### src/rtl/modn_event_pkg.sv
// ----------------------------------------------------------------------------
// modn_event_pkg
//   Shared definitions for the modulo-N event counter.
//   - MODE_WRAP / MODE_SAT : values for the SATURATE parameter
//   - count_max(width)     : largest count value representable in 'width' bits
//   Optional feature macro used by this block: MODN_EVENT_IRQ_EN
// ----------------------------------------------------------------------------
package modn_event_pkg;

  localparam int MODE_WRAP = 0;  // count wraps 2**WIDTH-1 -> 0
  localparam int MODE_SAT  = 1;  // count holds at 2**WIDTH-1

  // Valid for width < 32.
  function automatic logic [31:0] count_max(input int width);
    return (32'd1 << width) - 32'd1;
  endfunction

endpackage

### src/rtl/modn_event_counter_if.sv
// ----------------------------------------------------------------------------
// modn_event_counter_if
//   Groups the event/divisor/status signals of modn_event_counter.
//   master : event source + status consumer (drives ain_i, div_i, div_load_i,
//            irq_clr_i; observes hit_o, count_o, ovf_o, irq_o)
//   slave  : the counter itself
//   count_o packs channel 0 in the least significant WIDTH bits.
// ----------------------------------------------------------------------------
interface modn_event_counter_if #(
  parameter int NCH   = 4,
  parameter int WIDTH = 8
);
  logic [NCH-1:0]       ain_i;
  logic [WIDTH-1:0]     div_i;
  logic                 div_load_i;
  logic [NCH-1:0]       irq_clr_i;
  logic [NCH-1:0]       hit_o;
  logic [NCH*WIDTH-1:0] count_o;
  logic [NCH-1:0]       ovf_o;
  logic [NCH-1:0]       irq_o;

  modport master (
    output ain_i, div_i, div_load_i, irq_clr_i,
    input  hit_o, count_o, ovf_o, irq_o
  );

  modport slave (
    input  ain_i, div_i, div_load_i, irq_clr_i,
    output hit_o, count_o, ovf_o, irq_o
  );
endinterface

### src/rtl/modn_event_chan.sv
// ----------------------------------------------------------------------------
// modn_event_chan
//   One counter channel: modulo-div_q residue, event count, sticky overflow,
//   optional sticky irq, and the combinational (Mealy) hit output.
//   Ports:
//     clk, reset   clock, synchronous active-high reset
//     ain          event strobe (one event per high cycle)
//     div_load     clears residue/count/ovf, drops this cycle's event
//     div_q        current divisor (0 disables the detector)
//     irq_clr      clears irq (a coincident hit wins)
//     hit          event completes a multiple of div_q (combinational)
//     count        registered event count
//     ovf          sticky wrap/saturation flag
//     irq          sticky hit flag; tied 0 unless MODN_EVENT_IRQ_EN is defined
// ----------------------------------------------------------------------------
module modn_event_chan
  import modn_event_pkg::*;
#(
  parameter int WIDTH    = 8,
  parameter int SATURATE = MODE_WRAP
) (
  input  logic             clk,
  input  logic             reset,
  input  logic             ain,
  input  logic             div_load,
  input  logic [WIDTH-1:0] div_q,
  input  logic             irq_clr,
  output logic             hit,
  output logic [WIDTH-1:0] count,
  output logic             ovf,
  output logic             irq
);

  localparam logic [WIDTH-1:0] CNT_MAX = WIDTH'(count_max(WIDTH));

  logic [WIDTH-1:0] residue;
  logic             det_en;
  logic             last;

  // NOTE: purely combinational with every term fully specified, so no latch
  // can be inferred; hit is the Mealy output and is deliberately not a flop.
  assign det_en = (div_q != '0);
  assign last   = (residue == div_q - WIDTH'(1));
  assign hit    = ain & ~reset & ~div_load & det_en & last;

  // NOTE: state uses non-blocking assignments so every flop samples the
  // pre-edge values regardless of statement order.
  always_ff @(posedge clk) begin
    if (reset || div_load) begin
      residue <= '0;
      count   <= '0;
      ovf     <= 1'b0;
    end else if (ain) begin
      // Residue keeps tracking even when the count is saturated.
      residue <= (!det_en || last) ? '0 : residue + WIDTH'(1);
      if (count == CNT_MAX) begin
        ovf <= 1'b1;
        if (SATURATE == MODE_SAT) count <= CNT_MAX;
        else                      count <= '0;
      end else begin
        count <= count + WIDTH'(1);
      end
    end
  end

`ifdef MODN_EVENT_IRQ_EN
  // Load does not touch irq; a new hit beats a same-cycle clear.
  always_ff @(posedge clk) begin
    if (reset)        irq <= 1'b0;
    else if (hit)     irq <= 1'b1;
    else if (irq_clr) irq <= 1'b0;
  end
`else
  logic irq_clr_unused;
  assign irq_clr_unused = irq_clr;
  assign irq            = 1'b0;
`endif

endmodule

### src/rtl/modn_event_counter.sv
// ----------------------------------------------------------------------------
// modn_event_counter
//   Multi-channel event counter with a runtime-programmable modulo-N Mealy
//   detector. Holds the shared divisor register and instantiates one
//   modn_event_chan per channel.
//   Ports:
//     clk    clock, all state on rising edge
//     reset  synchronous, active-high; has priority over div_load_i
//     bus    modn_event_counter_if.slave:
//              ain_i, div_i, div_load_i, irq_clr_i (in)
//              hit_o, count_o (ch0 in LSBs), ovf_o, irq_o (out)
//   Optional feature macro: MODN_EVENT_IRQ_EN (sticky irq_o per channel).
// ----------------------------------------------------------------------------
module modn_event_counter
  import modn_event_pkg::*;
#(
  parameter int NCH         = 4,
  parameter int WIDTH       = 8,
  parameter int DIV_DEFAULT = 3,
  parameter int SATURATE    = MODE_WRAP
) (
  input  logic              clk,
  input  logic              reset,
  modn_event_counter_if.slave bus
);

  logic [WIDTH-1:0]     div_q;
  logic [NCH-1:0]       hit;
  logic [NCH-1:0]       ovf;
  logic [NCH-1:0]       irq;
  logic [NCH*WIDTH-1:0] count;

  always_ff @(posedge clk) begin
    if (reset)               div_q <= WIDTH'(DIV_DEFAULT);
    else if (bus.div_load_i) div_q <= bus.div_i;
  end

  for (genvar g = 0; g < NCH; g++) begin : g_chan
    modn_event_chan #(
      .WIDTH    (WIDTH),
      .SATURATE (SATURATE)
    ) u_chan (
      .clk      (clk),
      .reset    (reset),
      .ain      (bus.ain_i[g]),
      .div_load (bus.div_load_i),
      .div_q    (div_q),
      .irq_clr  (bus.irq_clr_i[g]),
      .hit      (hit[g]),
      .count    (count[g*WIDTH +: WIDTH]),
      .ovf      (ovf[g]),
      .irq      (irq[g])
    );
  end

  assign bus.hit_o   = hit;
  assign bus.count_o = count;
  assign bus.ovf_o   = ovf;
  assign bus.irq_o   = irq;

endmodule

### src/flat_wrapper.sv
// flat-port wrapper written by rule: the top's interface ports become plain ports
module modn_event_counter_flat import modn_event_pkg::*;
#(
  parameter int NCH         = 4,
  parameter int WIDTH       = 8,
  parameter int DIV_DEFAULT = 3,
  parameter int SATURATE    = MODE_WRAP
)
  (clk, reset, bus_ain_i, bus_div_i, bus_div_load_i, bus_irq_clr_i, bus_hit_o, bus_count_o, bus_ovf_o, bus_irq_o);
  modn_event_counter_if #(.NCH(NCH), .WIDTH(WIDTH)) bus_i ();
  input  logic clk;
  input  logic reset;
  input wire logic [$bits(bus_i.ain_i)-1:0] bus_ain_i;
  input wire logic [$bits(bus_i.div_i)-1:0] bus_div_i;
  input wire logic [$bits(bus_i.div_load_i)-1:0] bus_div_load_i;
  input wire logic [$bits(bus_i.irq_clr_i)-1:0] bus_irq_clr_i;
  output wire logic [$bits(bus_i.hit_o)-1:0] bus_hit_o;
  output wire logic [$bits(bus_i.count_o)-1:0] bus_count_o;
  output wire logic [$bits(bus_i.ovf_o)-1:0] bus_ovf_o;
  output wire logic [$bits(bus_i.irq_o)-1:0] bus_irq_o;
  assign bus_i.ain_i = bus_ain_i;
  assign bus_i.div_i = bus_div_i;
  assign bus_i.div_load_i = bus_div_load_i;
  assign bus_i.irq_clr_i = bus_irq_clr_i;
  assign bus_hit_o = bus_i.hit_o;
  assign bus_count_o = bus_i.count_o;
  assign bus_ovf_o = bus_i.ovf_o;
  assign bus_irq_o = bus_i.irq_o;
  modn_event_counter #(.NCH(NCH), .WIDTH(WIDTH), .DIV_DEFAULT(DIV_DEFAULT), .SATURATE(SATURATE)) u_core (.clk(clk), .reset(reset), .bus(bus_i));
endmodule
### config.mk
export PLATFORM = sky130hd
export DESIGN_NAME = modn_event_counter_flat
export DESIGN_NICKNAME = d
export VERILOG_FILES = /design/src/rtl/modn_event_pkg.sv /design/src/rtl/modn_event_counter_if.sv /design/src/rtl/modn_event_chan.sv /design/src/rtl/modn_event_counter.sv /design/src/flat_wrapper.sv
export SDC_FILE = /design/constraint.sdc
export NUM_CORES = 1
export LEC_CHECK = 0
export CAP_MARGIN = 20
export CELL_PAD_IN_SITES_DETAIL_PLACEMENT = 2
export CELL_PAD_IN_SITES_GLOBAL_PLACEMENT = 2
export CORE_AREA = 10 10 122 124
export CTS_CLUSTER_DIAMETER = 80
export CTS_CLUSTER_SIZE = 30
export DETAILED_ROUTE_END_ITERATION = 8
export DIE_AREA = 0 0 132 134
export PLACE_DENSITY = 0.86
export REMOVE_ABC_BUFFERS = 1
export SYNTH_ARGS = -nofsm -noshare
export SYNTH_HDL_FRONTEND = slang
export SYNTH_SLANG_ARGS = --single-unit
### constraint.sdc
create_clock -name clk -period 3.3 [get_ports clk]
set_clock_uncertainty 0.2 [all_clocks]
set_input_delay 0.66 -clock clk [delete_from_list [all_inputs] [get_ports clk]]
set_output_delay 0.66 -clock clk [all_outputs]
set_load 0.005 [all_outputs]
==> impl_metrics.ini <==
[power_and_ir_drop]
clockPowerShare_pct = 46.9
power.total_mw = 2.35
leakage_nw = 2.02
p_sw_mw = 0.613
powerDensity_nw_per_um2 = 433
ir_worst_vdd_v = 0.000198
intPower_mw = 1.73
power_frac_seq_pct = 40.4
switching_share_pct = 26.1
combPwrFrac_pct = 12.6

[detailed_routing]
drt_first_pass_iters = 4
drt_iter0_markers = 137
routed_wl_um = 14800
ant_nets = 0
wl_per_cell_um = 20.6
vias = 3636
post-route-drc-count = 0
vias_per_cell = 5.06

[finish]
antenna_cells = 0
fin_area_um2 = 5420
fillers = 1351
layout-drive-gt1-share_pct = 18.5
nNetsFinal = 570
syn2layout_area_growth_pct = 33.9
final_cells = 718
final_common_cell = nor2_1
layout_common_cells = nor2_1 (80), dfxtp_1 (73), clkdlybuf4s50_1 (50)

[timing]
period_needed_ps = 3350
hold_viol = 0
fin_ws_ps = -47.2
setup_violations = 3
slew-limit-headroom_pct = 56.7
fmax_mhz = 299
rsz0062_at_grt = yes
finalCritPeriodShare_pct = 101
holdWs_ps = 287
worst_pin_slew_ps = 645
maxSlewViolCount = 0

[worst_setup_path]
worstPathArrival_ps = 2490
start_kind = register
crit_fanout = 3
path_cells = or4_4 > buf_6 > buf_6 > nor2_4 > xnor2_2 > nand3_2 > nor4_4 > nor2b_2 > buf_2
worst-setup-path-type = reg2out
critPathCaptureType = output pin
worstPathRequired_ps = 2440
worst_path_max_delay_cell = or4_4
cpLargestDelayFamily = simple AND/OR/NAND/NOR gates
cpPeakStageDelay_ps = 570
cpMostUsedCell = buf_6
path_buf_inv = 3

[synth]
synth_top_cell_area_share_pct = 37.6
synth_area_per_cell_um2 = 8.72
synth_area_um2 = 4050
seq_area_frac_synth_pct = 37.6
async_reset_ff_share_pct = 0
synth_top_cell_by_area = dfxtp_1
yosys-top-cells-area = dfxtp_1 (38%), xor2_1 (11%), xnor2_1 (8.2%)
ys.flop_type = dfxtp_1
ys_seq_elements = 76
yosys.cell_types.count = 48
syn_inst = 464
yosysWarnings = 0
synth_edf_count = 0

[clock_network]
ctsHoldBuffers = 0
htree_levels = 3
clock_latency_ps = 350
clk_pin_slew_worst_paths_ps = 70
tritoncts = yes
cts-root-buf = clkbuf_16
cts.sinks = 76
numCtsBuffers = 9
cts_buffer_depth = 2

[global_routing]
grt-ovfl-total = 0
grt_usage_pct = 16.0
grt_antenna_before_repair = 0
grt_pass1_vias = 4089
grt_pass1_wl_um = 22800
grt_max_degree = 26

[floorplan]
coreArea_um2 = 12500
die_w_um = 132
rows = 41
die_y_um = 134
start_util_pct = 32.5
dieArea_um2 = 17700
pin_count = 63

[place]
placed_area_um2 = 4880
place_congestion = 0.795
dp_hpwl_um = 9060
place_ws_ps = -338
dp_cells = 693
io_buffers = 54

[min_path]
hold_class = reg2reg

[outcome]
violations = setup timing
status = finished with violations

[flow_run]
max-cap-violations = 0
[per-layer routing]
| layer | track usage [%] | vias up | share of wire (%) | wire, um |
|---|---|---|---|---|
| met4 | 7.11 | 0 | 2.9 | 431 |
| met2 | 29.3 | 83 | 52 | 7730 |
| met3 | 4.00 | 29 | 4.0 | 589 |
| met1 | 17.1 | 1810 | 41 | 6010 |
| li1 | - | 1714 | - | - |
| met5 | 0 | - | 0 | 0 |
[worst paths after layout]
| kind | startpoint | end | slack (ps) | depth (start not counted) |
|---|---|---|---|---|
| hold / removal | u_core.g_chan[2].u_chan.ovf | u_core.g_chan[2].u_chan.ovf | 290 | 2 |
| hold reg to reg | u_core.g_chan[2].u_chan.ovf | u_core.g_chan[2].u_chan.ovf | 290 | 2 |
| setup reg to reg | u_core.div_q[5] | u_core.g_chan[0].u_chan.residue[7] | 410 | 10 |
| setup / recovery | u_core.div_q[5] | bus_hit_o[1] | -50 | 9 |
[tightest hold or removal path: cells and delay by family (launching register included)]
family,cells,cell delay (ps)
simple gates,1,70
flops,1,340
compound gates,1,50
[cell usage after synthesis, types with 4 or more instances]
master and number:
nand4_1 21, nor2_1 81, dfxtp_1 76, a31oi_1 5
or3_1 5, ha_1 10, nand3_1 14, inv_1 7
buf_4 12, o21ai_0 7, buf_2 4, mux2i_1 14
nand2_1 28, clkbuf_1 8, xor2_1 49, buf_1 6
nor3_1 16, a21oi_1 9, and3_1 6, xnor2_1 38
a31o_2 5
[cells by family after synthesis]
| group | count (synthesis) | share of synthesized area, % |
|---|---|---|
| simple gates | 196 | 23.7 |
| xor+xnor | 91 | 20.9 |
| flops | 76 | 37.6 |
| compound gates | 39 | 6.43 |
| buf+inv | 37 | 4.67 |
| mux | 14 | 3.46 |
| fa+ha+maj | 10 | 3.09 |
| other cells | 1 | 0.0926 |
[timing repair]
item / in CTS / in global routing
resized for setup: 37 / 14
buffers inserted: 7 / 2
pin swaps: 8 / 11
endpoints found under the setup margin: 4 / 4
[metrics by stage]
| step | util (%) | TNS (ps) |
|---|---|---|
| detailed placement | 39.1 | -865 |
| global placement | 39.1 | -828 |
| global route | 43.5 | -287 |
| floorplan | - | 0 |
| finish | 43.5 | -74.0 |
| CTS | 42.9 | -46.7 |
[final cells by class]
| class | count | area, um2 | share of cell area (%) |
|---|---|---|---|
| Timing Repair Buffer | 93 | 832 | 15.4 |
| Multi-Input combinational cell | 354 | 2500 | 46.1 |
| Clock buffer | 9 | 225 | 4.16 |
| Inverter | 7 | 26.3 | 0.485 |
| Tap cell | 172 | 215 | 3.97 |
| Clock inverter | 7 | 98.8 | 1.82 |
| Sequential cell | 76 | 1530 | 28.1 |
[registers in the layout, summed over array words and instances, names as in the netlist]
signal and flops:
u_core.g_chan.u_chan.count 32, u_core.g_chan.u_chan.residue 32, u_core.div_q 8, u_core.g_chan.u_chan.ovf 4
[power groups by stage]
stage / sequential, mW / clock, mW / combinational, mW
finish: 0.949 / 1.10 / 0.296
global route: 0.951 / 1.16 / 0.316
CTS: 0.948 / 1.11 / 0.271
detailed placement: 0.967 / 0 / 0.240
global placement: 0.965 / 0 / 0.227
floorplan: 0.972 / 0 / 0.119
Power figures use the tool's default switching activity.
